File: src/rtl/veldt_mem_pkg.sv
// Shared definitions for the Veldt RAM arbiter: ram_in field layout, owner tags
// and the request packer used by the arbiter datapath.
package veldt_mem_pkg;

    localparam int RAM_IN_W  = 97;
    localparam int ADDR_LSB  = 65;
    localparam int WDATA_LSB = 33;
    localparam int MASK_LSB  = 29;
    localparam int WE_BIT    = 28;
    localparam int REQ_BIT   = 27;

    typedef enum logic {OWN_I = 1'b0, OWN_D = 1'b1} owner_e;

    typedef struct packed {
        logic   vld;
        owner_e owner;
        logic   we;
    } tag_t;

    // Unused low bits of the request word stay zero.
    function automatic logic [RAM_IN_W-1:0] pack_req(input logic [31:0] addr,
                                                     input logic [31:0] wdata,
                                                     input logic [3:0]  mask,
                                                     input logic        we);
        logic [RAM_IN_W-1:0] r;
        r                   = '0;
        r[ADDR_LSB +: 32]   = addr;
        r[WDATA_LSB +: 32]  = wdata;
        r[MASK_LSB +: 4]    = mask;
        r[WE_BIT]           = we;
        r[REQ_BIT]          = 1'b1;
        return r;
    endfunction

endpackage

File: src/rtl/veldt_mem_arbiter_if.sv
// Requester and RAM-side signal bundle of the Veldt RAM arbiter.
// master = core front-end/LSU plus RAM model; slave = the arbiter.
interface veldt_mem_arbiter_if #(parameter int ADDR_W = 32);

    logic              i_req_valid;
    logic              i_req_ready;
    logic [ADDR_W-1:0] i_req_addr;
    logic              i_rsp_valid;
    logic [31:0]       i_rsp_rdata;

    logic              d_req_valid;
    logic              d_req_ready;
    logic [ADDR_W-1:0] d_req_addr;
    logic              d_req_we;
    logic [31:0]       d_req_wdata;
    logic [3:0]        d_req_mask;
    logic              d_rsp_valid;
    logic [31:0]       d_rsp_rdata;

    logic [96:0]       ram_in;
    logic [31:0]       ram_out;

    modport master (
        output i_req_valid, i_req_addr,
        output d_req_valid, d_req_addr, d_req_we, d_req_wdata, d_req_mask,
        output ram_out,
        input  i_req_ready, i_rsp_valid, i_rsp_rdata,
        input  d_req_ready, d_rsp_valid, d_rsp_rdata,
        input  ram_in
    );

    modport slave (
        input  i_req_valid, i_req_addr,
        input  d_req_valid, d_req_addr, d_req_we, d_req_wdata, d_req_mask,
        input  ram_out,
        output i_req_ready, i_rsp_valid, i_rsp_rdata,
        output d_req_ready, d_rsp_valid, d_rsp_rdata,
        output ram_in
    );

endinterface

File: src/rtl/veldt_rr_arb2.sv
// Two-way round-robin grant with a last-grant pointer; grants are combinational
// and forced low while reset is asserted.
module veldt_rr_arb2
    import veldt_mem_pkg::*;
(
    input  logic clock,
    input  logic reset,
    input  logic req_i,
    input  logic req_d,
    output logic gnt_i,
    output logic gnt_d
);

    owner_e last_q, last_d;

    always_ff @(posedge clock or posedge reset) begin
        if (reset) last_q <= OWN_I;
        else       last_q <= last_d;
    end

    always_comb begin
        gnt_i  = 1'b0;
        gnt_d  = 1'b0;
        last_d = last_q;
        if (!reset) begin
            if (req_i && req_d) begin
                if (last_q == OWN_I) gnt_d = 1'b1;
                else                 gnt_i = 1'b1;
            end else begin
                gnt_i = req_i;
                gnt_d = req_d;
            end
            // Pointer only moves when something was actually granted.
            if (gnt_i)      last_d = OWN_I;
            else if (gnt_d) last_d = OWN_D;
        end
    end

endmodule

File: src/rtl/veldt_mem_arbiter.sv
// Shares the single Veldt RAM port between instruction fetch (I) and load/store (D).
// Optional perf counters are enabled with `VELDT_ARB_PERF_EN.
module veldt_mem_arbiter
    import veldt_mem_pkg::*;
#(
    parameter int RAM_LAT = 1,
    parameter int ADDR_W  = 32
) (
    input  logic clock,
    input  logic reset,
    veldt_mem_arbiter_if.slave bus
`ifdef VELDT_ARB_PERF_EN
    ,
    output logic [31:0] perf_i_grants,
    output logic [31:0] perf_d_grants,
    output logic [31:0] perf_conflicts
`endif
);

    logic                gnt_i, gnt_d;
    logic [ADDR_W-1:0]   i_addr, d_addr;
    logic [RAM_IN_W-1:0] ram_in_d, ram_in_q;
    tag_t                tag_in, head;
    tag_t                tag_pipe [RAM_LAT:0];

    veldt_rr_arb2 u_arb (
        .clock (clock),
        .reset (reset),
        .req_i (bus.i_req_valid),
        .req_d (bus.d_req_valid),
        .gnt_i (gnt_i),
        .gnt_d (gnt_d)
    );

    assign bus.i_req_ready = gnt_i;
    assign bus.d_req_ready = gnt_d;
    assign i_addr          = bus.i_req_addr;
    assign d_addr          = bus.d_req_addr;

    // Fetches never write, so their data/mask/we fields stay zero.
    always_comb begin
        ram_in_d = '0;
        if (gnt_i)
            ram_in_d = pack_req(32'(i_addr), 32'h0, 4'h0, 1'b0);
        else if (gnt_d)
            ram_in_d = pack_req(32'(d_addr), bus.d_req_wdata, bus.d_req_mask, bus.d_req_we);
    end

    always_comb begin
        tag_in = '{vld: gnt_i | gnt_d, owner: gnt_d ? OWN_D : OWN_I, we: gnt_d & bus.d_req_we};
    end

    // Stage 0 holds the tag during the issue cycle; stage RAM_LAT lines up with ram_out.
    always_ff @(posedge clock or posedge reset) begin
        if (reset) begin
            ram_in_q <= '0;
            for (int k = 0; k <= RAM_LAT; k++) tag_pipe[k] <= '0;
        end else begin
            ram_in_q    <= ram_in_d;
            tag_pipe[0] <= tag_in;
            for (int k = 1; k <= RAM_LAT; k++) tag_pipe[k] <= tag_pipe[k-1];
        end
    end

    assign bus.ram_in = ram_in_q;
    assign head       = tag_pipe[RAM_LAT];

    assign bus.i_rsp_valid = head.vld && (head.owner == OWN_I);
    assign bus.i_rsp_rdata = bus.i_rsp_valid ? bus.ram_out : 32'h0;
    assign bus.d_rsp_valid = head.vld && (head.owner == OWN_D);
    assign bus.d_rsp_rdata = (bus.d_rsp_valid && !head.we) ? bus.ram_out : 32'h0;

`ifdef VELDT_ARB_PERF_EN
    always_ff @(posedge clock or posedge reset) begin
        if (reset) begin
            perf_i_grants  <= '0;
            perf_d_grants  <= '0;
            perf_conflicts <= '0;
        end else begin
            if (gnt_i) perf_i_grants <= perf_i_grants + 32'd1;
            if (gnt_d) perf_d_grants <= perf_d_grants + 32'd1;
            if (bus.i_req_valid && bus.d_req_valid) perf_conflicts <= perf_conflicts + 32'd1;
        end
    end
`endif

endmodule

File: src/flat_wrapper.sv
// flat-port wrapper written by rule: the top's interface ports become plain ports
module veldt_mem_arbiter_flat import veldt_mem_pkg::*;
#(
    parameter int RAM_LAT = 1,
    parameter int ADDR_W  = 32
)
  (clock, reset, bus_i_req_valid, bus_i_req_addr, bus_d_req_valid, bus_d_req_addr, bus_d_req_we, bus_d_req_wdata, bus_d_req_mask, bus_ram_out, bus_i_req_ready, bus_i_rsp_valid, bus_i_rsp_rdata, bus_d_req_ready, bus_d_rsp_valid, bus_d_rsp_rdata, bus_ram_in);
  veldt_mem_arbiter_if #(.ADDR_W(ADDR_W)) bus_i ();
  input  logic clock;
  input  logic reset;
  input wire logic [$bits(bus_i.i_req_valid)-1:0] bus_i_req_valid;
  input wire logic [$bits(bus_i.i_req_addr)-1:0] bus_i_req_addr;
  input wire logic [$bits(bus_i.d_req_valid)-1:0] bus_d_req_valid;
  input wire logic [$bits(bus_i.d_req_addr)-1:0] bus_d_req_addr;
  input wire logic [$bits(bus_i.d_req_we)-1:0] bus_d_req_we;
  input wire logic [$bits(bus_i.d_req_wdata)-1:0] bus_d_req_wdata;
  input wire logic [$bits(bus_i.d_req_mask)-1:0] bus_d_req_mask;
  input wire logic [$bits(bus_i.ram_out)-1:0] bus_ram_out;
  output wire logic [$bits(bus_i.i_req_ready)-1:0] bus_i_req_ready;
  output wire logic [$bits(bus_i.i_rsp_valid)-1:0] bus_i_rsp_valid;
  output wire logic [$bits(bus_i.i_rsp_rdata)-1:0] bus_i_rsp_rdata;
  output wire logic [$bits(bus_i.d_req_ready)-1:0] bus_d_req_ready;
  output wire logic [$bits(bus_i.d_rsp_valid)-1:0] bus_d_rsp_valid;
  output wire logic [$bits(bus_i.d_rsp_rdata)-1:0] bus_d_rsp_rdata;
  output wire logic [$bits(bus_i.ram_in)-1:0] bus_ram_in;
  assign bus_i.i_req_valid = bus_i_req_valid;
  assign bus_i.i_req_addr = bus_i_req_addr;
  assign bus_i.d_req_valid = bus_d_req_valid;
  assign bus_i.d_req_addr = bus_d_req_addr;
  assign bus_i.d_req_we = bus_d_req_we;
  assign bus_i.d_req_wdata = bus_d_req_wdata;
  assign bus_i.d_req_mask = bus_d_req_mask;
  assign bus_i.ram_out = bus_ram_out;
  assign bus_i_req_ready = bus_i.i_req_ready;
  assign bus_i_rsp_valid = bus_i.i_rsp_valid;
  assign bus_i_rsp_rdata = bus_i.i_rsp_rdata;
  assign bus_d_req_ready = bus_i.d_req_ready;
  assign bus_d_rsp_valid = bus_i.d_rsp_valid;
  assign bus_d_rsp_rdata = bus_i.d_rsp_rdata;
  assign bus_ram_in = bus_i.ram_in;
  veldt_mem_arbiter #(.RAM_LAT(RAM_LAT), .ADDR_W(ADDR_W)) u_core (.clock(clock), .reset(reset), .bus(bus_i));
endmodule
File: config.mk
export PLATFORM = sky130hd
export DESIGN_NAME = veldt_mem_arbiter_flat
export DESIGN_NICKNAME = d
export VERILOG_FILES = /design/src/rtl/veldt_mem_pkg.sv /design/src/rtl/veldt_mem_arbiter_if.sv /design/src/rtl/veldt_rr_arb2.sv /design/src/rtl/veldt_mem_arbiter.sv /design/src/flat_wrapper.sv
export SDC_FILE = /design/constraint.sdc
export NUM_CORES = 1
export LEC_CHECK = 0
export ABC_AREA = 1
export ABC_CLOCK_PERIOD_IN_PS = 2100
export CAP_MARGIN = 20
export CORE_AREA = 2 2 118 120
export CTS_CLUSTER_SIZE = 28
export DETAILED_ROUTE_END_ITERATION = 12
export DIE_AREA = 0 0 120 122
export PLACE_DENSITY = 0.67
export SETUP_SLACK_MARGIN = 0.4
export SYNTH_ARGS = -nofsm -noshare
export SYNTH_HDL_FRONTEND = slang
export SYNTH_SLANG_ARGS = --single-unit
File: constraint.sdc
create_clock -name clock -period 2.1 [get_ports clock]
set_input_delay 0.315 -clock clock [delete_from_list [all_inputs] [get_ports clock]]
set_output_delay 0.315 -clock clock [all_outputs]
set_load 0.05 [all_outputs]
* Yosys cells after proc, flatten, opt, wreduce, memory -nomap -nowiden
Cells that the tools add are included.
** Cells by class
- Bitwise gates (word level) :: 4
- Multiplexer cells :: 15
- Reduce and logical (&&, ||, !) cells :: 7
** Operators by type and width (count)
- 97-bit two-way mux :: 2
- 32-bit two-way mux :: 2
- 1-bit two-way mux :: 11
- 1-bit logical AND :: 4
- 1-bit NOT :: 2
- 2-bit AND reduction :: 1
- 2-bit nonzero test :: 1
- 1-bit bitwise AND :: 1
- 1-bit logical NOT :: 1
- 1-bit OR :: 1
** Storage, ports and cells
- Output and inout port bits :: 165
- Flip-flop bits (word level) :: 104
- Word-level logic and storage cells :: 34
- Input bits :: 137

* Longest topological paths before layout
Gate-level depths: netlist (run 1).
- Depth after elaboration :: 6
- Mapped depth :: 5
- Depth with buffers taken out :: 4

* Hierarchy
From an unflattened synthesis (run 1), not the netlist that was laid out.
** Second synthesis, totals
- Cell total of the unflattened synthesis :: 420
- Area, all modules :: 3415.8 um2
** By module, submodules not included
- veldt_mem_arbiter :: seq. area each 1876.8 um2, cells an instance 406, area each 3339.5 um2, instances 1
- veldt_rr_arb2 :: seq. area each 25.0 um2, cells an instance 14, area each 76.3 um2, instances 1

* Least setup slack after synthesis (run 1)
OpenSTA, ideal clock, no wires.
- Path kind :: reg-to-output
- Start :: reg u_core.tag_pipe (netlist bit u_core.head[1])
- End :: out bus_i_rsp_rdata[0]
- Cell stages (with the launch flop) :: 5
- Slack :: -0.338 ns
- Arrival :: 2.123 ns
- Cells stage by stage :: dfrtp_1 nor2_1 inv_1 buf_2 nor2_1
** On the way
- Longest elaborated chain between the ends :: 3
** Ends and longest elaborated chain
- start: declaration :: line veldt_mem_arbiter.sv:24 : tag_t tag_pipe [RAM_LAT:0];
- 1-bit NOT :: line veldt_mem_arbiter.sv:68 : assign bus.i_rsp_valid = head.vld && (head.owner == OWN_I);
- 1-bit logical AND :: line veldt_mem_arbiter.sv:68
- via bus_i_rsp_valid :: line flat_wrapper.sv:20 : output wire logic [$bits(bus_i.i_rsp_valid)-1:0] bus_i_rsp_valid;
- 32-bit two-way mux :: line veldt_mem_arbiter.sv:69 : assign bus.i_rsp_rdata = bus.i_rsp_valid ? bus.ram_out : 32'h0;
- end: declaration :: line flat_wrapper.sv:21 : output wire logic [$bits(bus_i.i_rsp_rdata)-1:0] bus_i_rsp_rdata;
The timed path passes the listed nets, and every way through them passes these cells.

* Worst setup path in the final report (run 1)
- Start :: reg u_core.tag_pipe (netlist bit u_core.head[2])
- End :: out bus_d_rsp_rdata[19]
** On the way
- Longest elaborated chain between the ends :: 3
** Ends and longest elaborated chain
- 1-bit logical AND :: line veldt_mem_arbiter.sv:70 : assign bus.d_rsp_valid = head.vld && (head.owner == OWN_D);
- 1-bit logical AND :: line veldt_mem_arbiter.sv:71 : assign bus.d_rsp_rdata = (bus.d_rsp_valid && !head.we) ? bus.ram_out : 32'h0;
- 32-bit two-way mux :: line veldt_mem_arbiter.sv:71
- end: declaration :: line flat_wrapper.sv:24 : output wire logic [$bits(bus_i.d_rsp_rdata)-1:0] bus_d_rsp_rdata;
Every way passes these cells.

==> impl_metrics.toml, run 1 <==
[clocking]
cts_sinks = 76
clk_pin_slew_worst_paths_ps = 60
cts_buffers = 9
htreeDepth = 3
cts_root_buf = "clkbuf_16"
cts_tree = "done"
worstSkewPairLatency_ps = 330
cts_buffer_depth = 2

[yosys]
yosysTopAreaCellShare = 0.540
syn-cell-area_mm2 = 0.00352
synth_top_cells_by_area = "dfrtp_1 (54%), nor2_1 (9.9%), inv_1 (8.0%)"
yosysUniqueCellTypes = 15
yosysSeqAreaShare = 0.540
syn_area_per_cell_um2 = 8.40
netlist.top_cell.by_area = "dfrtp_1"
ys_ff_latch = 76
syn_inst = 419
yosysWarnings = 0

[timing]
rsz0062_at_grt = "yes"
worst_pin_slew_ps = 585
fin_skew_ps = 3.61
timing.final.crit_period_ps = 1920
report.final.slew_viol_count = 0
finalSetupViolCount = 0
period_share = 0.916
fin_ws_ps = 175
setup_tns_ps = 0
hold_ws_ps = 93.4
relSlewSlack = 0.610
hold_viol_final = 0
fmax_mhz = 520

[critical_path]
cp-end-kind = "output pin"
crit_slowest_cell = "dfrtp_1"
startpoint_type = "register"
crit_path_max_fanout = 16
cpPeakStageDelay_ps = 390
cp_cell_sequence = "nand2_2 -> or2_4 -> buf_12 -> nor2_1 -> buf_4"
setup.worst_path.class = "register to output pin"
required_ps = 1780
worstPathArrival_ps = 1610

[floorplanning]
num_io_pins = 302
initial_core_util = 0.261
die_w_um = 120
fp.dieH_um = 122
coreArea_mm2 = 0.0135
dieArea_mm2 = 0.0146
std_cell_rows = 43

[final_layout]
multi_input_area_mm2 = 0.00142
final_layout_size_suffix_gt1_frac = 0.250
nets = 833
register_area_mm2 = 0.00190
fill_cells = 1171
diodes = 0
syn2layout_area_growth_pct = 109

[drt]
vias_per_cell = 4.21
routed_wl_mm = 13.3
drt-initial-drc-count = 125
vias = 3710
dr.pass1.iters = 4
postRouteAntennaNets = 0
wl_per_cell_um = 15.1
drc_errors = 0

[run_status]
status = "finished clean"

[grt]
antenna_found_initial = 0
grt_pass1_vias = 3700
track_usage = 0.170
grt_max_degree = 50
grt_pass1_wl_mm = 19.1
grt_overflow = 0

[placement]
dp_hpwl_mm = 10.1
place_congestion = 0.830
portBuffers = 274
dp_slack_ps = 204

[worst_hold_path]
hold_class = "primary input to asynchronous set/reset pin"

[flow_run]
cap_violations = 0

[power_and_ir_drop]
leakagePower_nw = 3.86
pwr_density_cell_mw_per_mm2 = 646
irDropWorstVdd_mv = 0.346
power breakdown:
part / internal, mW / switching [mW] / leakage (nW) / total (mW)
clock network: 0.964 / 0.600 / 0.151 / 1.56
logic: 0.596 / 1.01 / 2.70 / 1.61
registers: 1.55 / 0.0231 / 1.01 / 1.57
cell usage after synthesis (all sizes together):
library cell  number
nand4             32
inv               76
buf               55
dfrtp             76
nor2             104
or2                1
a21oi              1
nand3             34
conb               1
nand2             39
repair_timing:
action	in CTS	in global routing
pin swaps	2	2
hold buffers	0	0
gates cloned	3	2
buffers inserted	3	1
setup endpoints to repair	135	66
gates resized for setup	120	61
sequential cells by signal, indices dropped and copies added (netlist names):
register and count:
u_core.head 3, u_core.tag_pipe 2, u_core.bus.ram_in 70, u_core.u_arb.last_q 1
layout by cell type (no fill, tap or decap):
cell,instances
or2_4,1
inv_8,1
conb_1,27
a21oi_2,1
clkinv_2,1
clkbuf_8,1
clkinv_4,1
inv_4,2
nand2_2,1
dfrtp_1,76
buf_8,6
dlymetal6s2s_1,1
nand3_1,34
clkdlybuf4s50_1,135
buf_16,4
inv_1,73
bufinv_16,1
clkbuf_2,1
clkinvlp_4,1
nor2_1,40
buf_6,45
nor2_4,47
inv_2,1
buf_12,19
nor2_2,17
nand4_1,32
dlygate4sd2_1,70
nand2_1,38
buf_4,13
inv_6,1
clkbuf_16,10
worst paths after layout:
| kind | startpoint | endpoint | slack (ps) | cells after the start |
|---|---|---|---|---|
| max in group asynchronous | reset | u_core.bus.ram_in[57] | 1450 | 3 |
| min reg2reg | u_core.tag_pipe[0] | u_core.head[0] | 350 | 0 |
| min in group clock | u_core.tag_pipe[0] | u_core.head[0] | 350 | 0 |
| max reg2reg | u_core.u_arb.last_q | u_core.bus.ram_in[58] | 930 | 4 |
| min | reset | u_core.bus.ram_in[27] | 90 | 3 |
| max | u_core.head[2] | bus_d_rsp_rdata[19] | 180 | 5 |
layer usage:
layer	wire length (um)	GRT usage	up-vias
met5	0	0	-
met4	270	0.0750	0
met1	4570	0.162	1738
li1	-	-	1761
met2	7350	0.330	191
met3	1090	0.0548	20
kinds of logic (layout without fill, tap and decap cells):
| group | count (synthesis) | in the layout | synth area share |
|---|---|---|---|
| flops | 76 | 76 | 0.540 |
| simple gates | 210 | 210 | 0.269 |
| other cells | 1 | 27 | 0.00107 |
| compound gates | 1 | 1 | 0.00142 |
| buf+inv | 131 | 387 | 0.188 |
critical path, delay by kind of cell (launching register included):
family	cells	cell delay [ps]
buf+inv	2	400
flops	1	390
simple gates	3	480
stage by stage:
| stage | power [mW] | instances | instance area (um2) | utilization |
|---|---|---|---|---|
| detailed placement | 3.13 | 856 | 6560 | 0.486 |
| global route | 4.95 | 881 | 7340 | 0.544 |
| finish | 4.74 | 881 | 7340 | 0.544 |
| floorplan | 2.54 | 445 | 3860 | - |
| CTS | 4.75 | 878 | 7090 | 0.525 |
| global placement | 3.11 | 856 | 6560 | 0.486 |
layout make-up:
class,count,area share
clock buffers,10,0.0325
repair buffers,295,0.435
well taps,180,0.0307
flip-flops and latches,76,0.259
inverters,76,0.0395
multi-input cells,238,0.194
clock inverters,6,0.00971
Note: power is estimated with default switching activity, not from simulation.
==> inputs of run 2 (changes only) <==
--- a/config.mk
+++ b/config.mk
@@ -8,11 +8,12 @@
 export ABC_AREA = 1
 export ABC_CLOCK_PERIOD_IN_PS = 2100
 export CAP_MARGIN = 20
-export CORE_AREA = 2 2 118 120
+export CORE_AREA = 2 2 116 118
 export CTS_CLUSTER_SIZE = 28
 export DETAILED_ROUTE_END_ITERATION = 12
-export DIE_AREA = 0 0 120 122
-export PLACE_DENSITY = 0.67
+export DIE_AREA = 0 0 118 120
+export DONT_BUFFER_PORTS = 1
+export PLACE_DENSITY = 0.39
 export SETUP_SLACK_MARGIN = 0.4
 export SYNTH_ARGS = -nofsm -noshare
 export SYNTH_HDL_FRONTEND = slang
==> impl_metrics.toml, run 2 (synthesis gave the netlist of run 1 again) <==
[timing]
relSlewSlack = 0.632
report.final.slew_viol_count = 0
fmax_mhz = 542
fin_ws_ps = 255
period_share = 0.879
fin_skew_ps = 3.84
hold_viol_final = 0
rsz0062_at_grt = "yes"
setup_tns_ps = 0
worst_pin_slew_ps = 551
finalSetupViolCount = 0
timing.final.crit_period_ps = 1850

[power_and_ir_drop]
irDropWorstVdd_mv = 0.275
p_int_mw = 3.09
seqPwrFrac = 0.402
clkPwrFrac = 0.414
pwr_density_cell_mw_per_mm2 = 915
leakagePower_nw = 2.62
p_sw_mw = 1.52
pwr-share-comb = 0.183
sw_frac_of_total = 0.329

[grt]
grt_pass1_wl_mm = 16.1
grt_max_degree = 70
grt_pass1_vias = 2795
grt_overflow = 0
antenna_found_initial = 1
track_usage = 0.149

[floorplanning]
num_io_pins = 302
dieArea_mm2 = 0.0142
die_w_um = 118
coreArea_mm2 = 0.0130
std_cell_rows = 42
initial_core_util = 0.271
fp.dieH_um = 120

[drt]
vias = 2807
postRouteAntennaNets = 0
drc_errors = 0
drt-initial-drc-count = 99
routed_wl_mm = 11.0
vias_per_cell = 4.39
dr.pass1.iters = 4
wl_per_cell_um = 17.2

[critical_path]
worstPathArrival_ps = 1530
cp_cell_sequence = "nand2_2 -> or2_4 -> clkbuf_16 -> nor2_2 -> buf_6"
crit_slowest_cell = "dfrtp_1"
cp-end-kind = "output pin"
setup.worst_path.class = "register to output pin"
crit_path_max_fanout = 8
startpoint_type = "register"
critical-path-top-delay-family = "simple AND/OR/NAND/NOR gates"
cpPeakStageDelay_ps = 370
cp.depth = 5
required_ps = 1780
crit_buf_inv = 2
reg2reg_depth = 5

[clocking]
htreeDepth = 3
worstSkewPairLatency_ps = 320
cts_sinks = 76
cts_tree = "done"
cts_buffer_depth = 2
clk_pin_slew_worst_paths_ps = 60
cts_root_buf = "clkbuf_16"
cts_buffers = 9

[run_status]
status = "finished clean"

[final_layout]
largest_register_ffs = 70
nets = 596
final_layout_size_suffix_gt1_frac = 0.305
mostFrequentLayoutCells = "dfrtp_1 (76), inv_1 (74), nor2_4 (57)"
mostFrequentLayoutCell = "dfrtp_1"
syn2layout_area_growth_pct = 43.3
fill_cells = 1293

[placement]
portBuffers = 0
place_congestion = 0.894
dp_hpwl_mm = 7.89
dp_slack_ps = 506

[worst_hold_path]
hold_class = "primary input to register"
hold_depth = 2

[flow_run]
cap_violations = 0
-- run 2: changes by cell type in the layout (fill, tap and decap cells not counted), moves of 3 or more --
cell / before / now
clkdlybuf4s50_1: 135 / 0
nor2_2: 17 / 9
dlygate4sd3_1: 0 / 3
buf_12: 19 / 5
dlygate4sd2_1: 70 / 0
bufinv_16: 1 / 4
buf_6: 45 / 33
buf_8: 6 / 1
nor2_4: 47 / 57
buf_4: 13 / 9
-- run 2: path summary, 6_finish.rpt --
check | start | slack, ps | endpoint
setup / recovery | u_core.head[1] | 250 | bus_d_rsp_rdata[25]
hold / removal | bus_d_req_wdata[10] | 90 | u_core.bus.ram_in[43]
setup reg to reg | u_core.u_arb.last_q | 820 | u_core.bus.ram_in[79]
hold reg to reg | u_core.tag_pipe[0] | 350 | u_core.head[0]
max in group asynchronous | reset | 1240 | u_core.bus.ram_in[53]
min in group asynchronous | reset | 430 | u_core.u_arb.last_q
-- run 2: what timing repair did --
action	4_1_cts	5_1_grt
setup buffers	2	1
hold endpoints to repair	9	0
endpoints found under the setup margin	64	64
hold buffers	3	0
gates resized for setup	66	31
cloned	5	1
pin swaps	10	8
-- run 2: through the flow --
step | instance area, um2 | power, mW | utilization | hold WS (ps) | std cells
2_1_floorplan | 3860 | 2.54 | - | 331 | 445
3_3_place_gp | 4100 | 2.61 | 0.316 | 118 | 612
3_5_place_dp | 4100 | 2.61 | 0.316 | 122 | 612
4_1_cts | 4880 | 4.66 | 0.376 | 66.3 | 637
5_1_grt | 5040 | 4.80 | 0.389 | 74.6 | 640
6_report | 5040 | 4.61 | 0.389 | 85.3 | 640
-- run 2: final cells by class --
class,count,area (um2),share of cell area
clock buffer,11,253,0.0501
sequential,76,1900,0.377
tap,176,220,0.0437
multi-input combinational,238,1480,0.293
antenna,1,2.50,0.000496
inverter,76,293,0.0581
timing repair buffer,58,774,0.154
clock inverter,4,120,0.0238
-- run 2: per-layer routing --
metal,GRT usage,wire (um),up-vias
met5,0,0,-
li1,-,-,1292
met4,0.0640,305,0
met1,0.156,3810,1335
met3,0.0485,871,13
met2,0.274,6010,167
-- run 2: power by group through the flow --
stage | Clock, mW | Combinational, mW | Sequential [mW]
after floorplan | 0 | 0.676 | 1.86
after global placement | 0 | 0.721 | 1.89
after detailed placement | 0 | 0.730 | 1.88
after CTS | 1.98 | 0.826 | 1.86
after global routing | 2.04 | 0.898 | 1.86
final | 1.91 | 0.846 | 1.86
